$ cat src/rtl/regfile_writeback_arbiter.sv
`default_nettype none
// ============================================================================
// Module      : regfile_writeback_arbiter
// Description : Register-file write-port master. Merges ALU and load results.
//               ALU results win; loads wait in a FIFO. Optional WB_BYPASS_EN.
// Revision    : 1.0 - initial release
// ============================================================================
module regfile_writeback_arbiter #(
    parameter int DATA_W     = 64,
    parameter int FIFO_DEPTH = 4
) (
    input  logic                          clock,
    input  logic                          reset,
    input  logic                          alu_valid,
    input  logic [4:0]                    alu_rd,
    input  logic [DATA_W-1:0]             alu_data,
    input  logic                          ld_valid,
    output logic                          ld_ready,
    input  logic [4:0]                    ld_rd,
    input  logic [DATA_W-1:0]             ld_data,
`ifdef WB_BYPASS_EN
    input  logic [4:0]                    byp_rs1,
    input  logic [4:0]                    byp_rs2,
    output logic                          byp_hit1,
    output logic                          byp_hit2,
    output logic [DATA_W-1:0]             byp_data1,
    output logic [DATA_W-1:0]             byp_data2,
`endif
    output logic                          RegWrite,
    output logic [4:0]                    rd,
    output logic [DATA_W-1:0]             Write_Data,
    output logic [$clog2(FIFO_DEPTH):0]   pending_count
);

    localparam int                 c_PTR_W = $clog2(FIFO_DEPTH);
    localparam int                 c_CNT_W = c_PTR_W + 1;
    localparam logic [c_CNT_W-1:0] c_FULL  = c_CNT_W'(FIFO_DEPTH);
    localparam logic [4:0]         c_X0    = 5'd0;

    // Load-result buffer
    logic [4:0]             r_fifo_rd   [FIFO_DEPTH];
    logic [DATA_W-1:0]      r_fifo_data [FIFO_DEPTH];
    logic [FIFO_DEPTH-1:0]  r_fifo_vld;
    logic [c_PTR_W-1:0]     r_wr_ptr;
    logic [c_PTR_W-1:0]     r_rd_ptr;
    logic [c_CNT_W-1:0]     r_count;

    // Registered write slot
    logic                   r_reg_write;
    logic [4:0]             r_rd;
    logic [DATA_W-1:0]      r_write_data;

    logic                   w_full;
    logic                   w_empty;
    logic                   w_ld_ready;
    logic                   w_enq;
    logic                   w_alu_wr;
    logic                   w_pop;
    logic                   w_head_vld;
    logic [4:0]             w_head_rd;
    logic [DATA_W-1:0]      w_head_data;
    logic [FIFO_DEPTH-1:0]  w_squash;
    logic [FIFO_DEPTH-1:0]  w_vld_next;
    logic [c_CNT_W-1:0]     w_count_next;

    assign w_full     = (r_count == c_FULL);
    assign w_empty    = (r_count == '0);
    assign w_ld_ready = !w_full && !reset;

    // A handshake with rd==x0 completes but stores nothing.
    assign w_enq      = ld_valid && w_ld_ready && (ld_rd != c_X0);
    assign w_alu_wr   = alu_valid && (alu_rd != c_X0);
    assign w_pop      = !w_alu_wr && !w_empty;

    assign w_head_vld  = r_fifo_vld[r_rd_ptr];
    assign w_head_rd   = r_fifo_rd[r_rd_ptr];
    assign w_head_data = r_fifo_data[r_rd_ptr];

    // Any buffered load to the ALU's rd is older than the ALU result.
    generate
        for (genvar i = 0; i < FIFO_DEPTH; i++) begin : g_squash
            assign w_squash[i] = w_alu_wr && (r_fifo_rd[i] == alu_rd);
        end
    endgenerate

    // The enqueued slot is set after squash, so a same-cycle load to the ALU's rd survives.
    always_comb begin
        w_vld_next = r_fifo_vld & ~w_squash;
        if (w_pop) begin
            w_vld_next[r_rd_ptr] = 1'b0;
        end
        if (w_enq) begin
            w_vld_next[r_wr_ptr] = 1'b1;
        end
    end

    always_comb begin
        w_count_next = r_count;
        case ({w_enq, w_pop})
            2'b10:   w_count_next = r_count + c_CNT_W'(1);
            2'b01:   w_count_next = r_count - c_CNT_W'(1);
            default: w_count_next = r_count;
        endcase
    end

    always_ff @(posedge clock) begin
        if (reset) begin
            r_fifo_vld <= '0;
            r_wr_ptr   <= '0;
            r_rd_ptr   <= '0;
            r_count    <= '0;
        end else begin
            r_fifo_vld <= w_vld_next;
            r_count    <= w_count_next;
            if (w_enq) begin
                r_wr_ptr <= r_wr_ptr + c_PTR_W'(1);
            end
            if (w_pop) begin
                r_rd_ptr <= r_rd_ptr + c_PTR_W'(1);
            end
        end
    end

    // Payload storage needs no reset; occupancy is tracked by the valid bits and count.
    always_ff @(posedge clock) begin
        if (w_enq) begin
            r_fifo_rd[r_wr_ptr]   <= ld_rd;
            r_fifo_data[r_wr_ptr] <= ld_data;
        end
    end

    always_ff @(posedge clock) begin
        if (reset) begin
            r_reg_write  <= 1'b0;
            r_rd         <= 5'd0;
            r_write_data <= '0;
        end else if (w_alu_wr) begin
            r_reg_write  <= 1'b1;
            r_rd         <= alu_rd;
            r_write_data <= alu_data;
        end else if (w_pop) begin
            // A squashed head is popped silently.
            r_reg_write <= w_head_vld;
            if (w_head_vld) begin
                r_rd         <= w_head_rd;
                r_write_data <= w_head_data;
            end
        end else begin
            r_reg_write <= 1'b0;
        end
    end

    assign ld_ready      = w_ld_ready;
    assign RegWrite      = r_reg_write;
    assign rd            = r_rd;
    assign Write_Data    = r_write_data;
    assign pending_count = r_count;

`ifdef WB_BYPASS_EN
    // Forward the in-flight write past the register file's pre-edge read.
    assign byp_hit1  = r_reg_write && (r_rd == byp_rs1) && (byp_rs1 != c_X0);
    assign byp_hit2  = r_reg_write && (r_rd == byp_rs2) && (byp_rs2 != c_X0);
    assign byp_data1 = r_write_data;
    assign byp_data2 = r_write_data;
`endif

endmodule
`default_nettype wire

$ cat config.mk
export PLATFORM = sky130hd
export DESIGN_NAME = regfile_writeback_arbiter
export DESIGN_NICKNAME = d
export VERILOG_FILES = /design/src/rtl/regfile_writeback_arbiter.sv
export SDC_FILE = /design/constraint.sdc
export NUM_CORES = 1
export LEC_CHECK = 0
export CAP_MARGIN = 20
export CELL_PAD_IN_SITES_DETAIL_PLACEMENT = 2
export CELL_PAD_IN_SITES_GLOBAL_PLACEMENT = 2
export CORE_MARGIN = 5
export CORE_UTILIZATION = 30
export CTS_CLUSTER_DIAMETER = 100
export DETAILED_ROUTE_END_ITERATION = 10
export PLACE_DENSITY_LB_ADDON = 0.1
export SKIP_CTS_REPAIR_TIMING = 1
export SKIP_LAST_GASP = 1
export SLEW_MARGIN = 25
export SYNTH_ARGS = -nofsm -noshare
export SYNTH_HDL_FRONTEND = slang
export SYNTH_SLANG_ARGS = --single-unit
$ cat constraint.sdc
create_clock -name clock -period 9.95 [get_ports clock]
set_clock_uncertainty 0.2 [all_clocks]
set_input_delay 2.985 -clock clock [delete_from_list [all_inputs] [get_ports clock]]
set_output_delay 2.985 -clock clock [all_outputs]
set_load 0.01 [all_outputs]
# Yosys cells after proc, flatten, opt, wreduce, memory -nomap -nowiden
# Memories as Yosys holds them, arrays and structs flattened. A register that Yosys moved wholly into a read port is not among the register bits.
# Index checks and enable logic that the tools add are counted.
# Widths: inputs -> output; s select.
dict set report classes {
  add_sub_neg 4
  order_cmp 4
  n_eq_ne 7
  n_mux 23
  n_bitwise 5
  reduce_logical 22
}
# op n
set ops {}
lappend ops {{$mux 64} 3}
lappend ops {{$eq 5x5->1} 4}
lappend ops {{$mux 5} 3}
lappend ops {{$logic_and 1x1->1} 11}
lappend ops {{$reduce_bool 5->1} 2}
lappend ops {{$and 4x4->4} 2}
lappend ops {{$mux 2} 4}
lappend ops {{$mux 4} 2}
lappend ops {{$not 4->4} 2}
lappend ops {{$mux 1} 7}
lappend ops {{$lt 2x3->1 const B} 2}
lappend ops {{$pmux 3 s2} 1}
lappend ops {{$reduce_bool 2->1} 3}
lappend ops {{$add 2x1->2 const B} 2}
lappend ops {{$demux 1 s2} 2}
lappend ops {{$ge 2x1->1 const B} 2}
lappend ops {{$logic_not 1->1} 4}
lappend ops {{$or 4x4->4} 1}
lappend ops {{$add 3x1->3 const B} 1}
lappend ops {{$eq 3x3->1 const B} 1}
lappend ops {{$logic_not 3->1} 1}
lappend ops {{$sub 3x1->3 const B} 1}
lappend ops {{$bmux 1 s2} 1}
lappend ops {{$eq 2x1->1 const B} 1}
lappend ops {{other kinds (2)} 2}
dict set report word_totals {
  regBits 81
  ramBits 276
  inputBits 142
  output_inout_bits 74
  elab_cells 74
  mem_count 2
}
# memory words width rd rd_clocked_by_memory_dff wr line
set memory_table {}
lappend memory_table {r_fifo_data 4 64 1 1 1 42} ;# logic [DATA_W-1:0] r_fifo_data [FIFO_DEPTH];
lappend memory_table {r_fifo_rd 4 5 5 1 1 41} ;# logic [4:0] r_fifo_rd [FIFO_DEPTH];

# Depth between registers and ports, before layout
dict set report depth {
  word_depth 9
  depth_mapped 11
}

# Worst setup path before layout
# OpenSTA, ideal clock, no wires.
dict set report synth_timing {
  kind {input to output}
  from {in reset}
  to {out ld_ready}
  t_arrival_ps 3307
  required_ps 6765
  setup_slack_ps 3458
  path_stages 1
  n_path_buf 0
  cell_sequence {a31oi_1}
}
dict set report synth_between {
  elab_chain_cells 2
}
# item line
set synth_rtl {}
lappend synth_rtl {{start, declared} 13} ;# input logic reset,
lappend synth_rtl {{$logic_not 1->1} 68} ;# assign w_ld_ready = !w_full && !reset;
lappend synth_rtl {{$logic_and 1x1->1} 68}
lappend synth_rtl {{end, declared} 18} ;# output logic ld_ready,
# No other way between the ends.

# Worst setup path in the final report
# Ends and elaborated chain as after synthesis.

==> run_results.csv <==
group,metric,value,unit
run_status,run_status,"completed",
routing,drt-total-wl,38600,µm
sta,fmax,138,MHz
sta,fin_setup_tns,0,ns
critical_path,start_kind,"primary input",
global_route,grt_pass1_vias,9221,
cts,cts.sinks,359,
floorplan,die_w,224,µm
sta,worstMarginPinSlew,0.990,ns
critical_path,cp_num_buf_inv,2,
sta,rsz0062_at_grt,"false",
floorplan,coreArea,45500,µm²
job,maxCapViolCount,0,
cells_and_area,drive_gt1_frac,0.154,
global_route,grt_overflow,0,
routing,drc,0,
cts,cts_buffer_depth,3,
cts,htree_levels,2,
critical_path,crit_type,"primary input to output port",
placement,dp_hpwl,23400,µm
global_route,grtUsageTotal,0.153,
sta,drv_slew,0,
logic_synthesis,synthFlopType,"edfxtp_1",
floorplan,initial_core_util,0.303,
placement,portBuffers,215,
logic_synthesis,yosysTopAreaCellShare,0.601,
cells_and_area,finalNonFillerCells,1643,
logic_synthesis,synth_fp_nets,951,
placement,place_congestion,0.698,
cells_and_area,final_cell_mix,"edfxtp_1 (276), clkdlybuf4s50_1 (214), dfxtp_1 (81)",
cts,cts_buffers,43,
critical_path,cp.arrival,4.06,ns
routing,first_iter_violations,345,
power,p_leak,0.00572,µW
sta,min_period,7.24,ns
cells_and_area,area_growth,30.1,%
cts,cts_tree,"built",
routing,avgViaCountPerCell,4.89,
routing,firstDrtPassIters,4,
global_route,grt_max_degree,83,
logic_synthesis,yosys_warnings,0,
logic_synthesis,yosys_register_bits,359,
worst_hold_path,hold_class,"flop to flop",
sta,slew_headroom,0.340,
cells_and_area,final_common_cell,"edfxtp_1",
floorplan,floorplan.rows,78,
power,total_power,3760,µW
cells_and_area,nets,1161,
logic_synthesis,synth_area_leader_cell,"edfxtp_1",
critical_path,path_cells,"buf_4 -> a31oi_1 -> clkdlybuf4s50_1",
floorplan,dieHeight,224,µm
floorplan,dieArea,50400,µm²
logic_synthesis,syn_avg_cell_area,17.3,µm²
cts,cts-root-buf,"clkbuf_16",
critical_path,cpLargestDelayFamily,"buffers and inverters",
logic_synthesis,netlist_instances,799,
logic_synthesis,syn-cell-area,13800,µm²
critical_path,crit_path_end_kind,"output port",
routing,ant_nets,0,
global_route,grt_first_pass_wirelength,59000,µm
critical_path,critPathMaxFanout,4,
critical_path,critical_path_required,6.77,ns
logic_synthesis,ys_async_sr_fraction,0,
placement,dp.cells,1562,
critical_path,max_stage_delay,0.62,ns
floorplan,io_pins,216,
logic_synthesis,synth_edf_count,276,
sta,finalCritPeriodShare,0.728,
cts,clk_pin_slew,0.05,ns
sta,setup_viol,0,
logic_synthesis,synthTopCellsByArea,"edfxtp_1 (60%), dfxtp_1 (12%), mux4_2 (11%)",
logic_synthesis,synth_cell_types,38,
logic_synthesis,synth_seq_area_share,0.721,
cells_and_area,fill_cells,4491,
power,peakVddDrop,0.0000905,V
critical_path,cp_slowest_cell,"clkdlybuf4s50_1",
global_route,antenna_found_initial,5,
cts,clk_latency,0.55,ns
sta,finalHoldViolCount,0,
power,p_per_area,209,nW/µm²
routing,post_drt_wl_per_cell,23.5,µm
routing,vias,8039,
==> worst paths after layout <==
path / from / to / slack [ns] / cells after the start
worst max-delay path: reset / ld_ready / 2.71 / 3
worst min-delay path: pending_count[2] / pending_count[2] / 0.33 / 2
worst max register to register: pending_count[1] / r_fifo_data[3][29] / 6.74 / 5
worst min register to register: pending_count[2] / pending_count[2] / 0.33 / 2
==> metal layers <==
layer	GRT usage	vias up	wire length (µm)
met5	0	-	52
met4	0.0403	8	628
met3	0.0330	51	1740
met2	0.260	157	19300
met1	0.201	4191	16800
li1	-	3632	-
==> stage by stage <==
step                setup slack, ns  utilization  hold slack (ns)  instance area [µm²]
CTS                            2.68        0.394            0.336                17900
global placement               2.73        0.363            0.311                16500
global route                   2.63        0.395            0.368                18000
floorplan                      3.46            -            0.311                13800
detailed placement             2.68        0.364            0.329                16500
finish                         2.71        0.395            0.333                18000
==> cell type report <==
class / count / area (µm²) / share of cell area
Sequential cell: 359 / 9960 / 0.554
Antenna cell: 1 / 2.50 / 0.000139
Tap cell: 600 / 751 / 0.0418
Timing Repair Buffer: 228 / 2300 / 0.128
Inverter: 13 / 48.8 / 0.00272
Clock inverter: 12 / 108 / 0.00599
Clock buffer: 66 / 1260 / 0.0704
Multi-Input combinational cell: 364 / 3530 / 0.197
==> report_power, final <==
part	switching (µW)	total [µW]	internal, µW	leakage [µW]
combinational	233	498	265	0.00186
clock	594	1520	924	0.000670
sequential	53.8	1740	1690	0.00320
==> cells in the mapped netlist (2+ instances only) <==
cell type and count:
nand4_1 6, edfxtp_1 276, ha_1 9, a311oi_1 4, buf_6 3, buf_2 14
xor2_1 14, xnor2_1 9, mux2i_1 4, a211oi_1 4, clkbuf_1 35, buf_4 6
nand3_1 2, mux4_2 70, nor3_1 69, a31oi_1 2, a22o_1 4, and2_1 5
o21ai_0 2, buf_1 5, inv_1 13, o32ai_1 59, a21oi_1 4, o32ai_2 5
dfxtp_1 83, nor2_1 77, or3_1 2, nand2_1 3
==> registers in the layout (all words and copies together), names as in the netlist, named ones only <==
register       cells
r_rd_ptr           2
r_wr_ptr           2
r_fifo_vld         4
RegWrite           1
pending_count      3
r_fifo_data      256
r_fifo_rd         20
rd                 5
Write_Data        64
==> kinds of logic after synthesis <==
kind of cell | Yosys count | synth area share
AO/OA/AOI/OAI | 88 | 0.0560
XOR/XNOR | 23 | 0.0146
adder cells (fa/ha/maj) | 10 | 0.00961
buffers and inverters | 76 | 0.0252
flip-flops | 359 | 0.721
multiplexers | 75 | 0.118
AND/OR/NAND/NOR | 168 | 0.0557
==> worst register-to-register path, cell delays in order, from the launching register on <==
cell and delay (ns):
dfxtp_1 0.37, inv_1 0.09, a31oi_1 0.39, and3_1 0.50
and2_4 0.65, buf_4 0.61
Note: power is estimated with default switching activity, not from simulation.
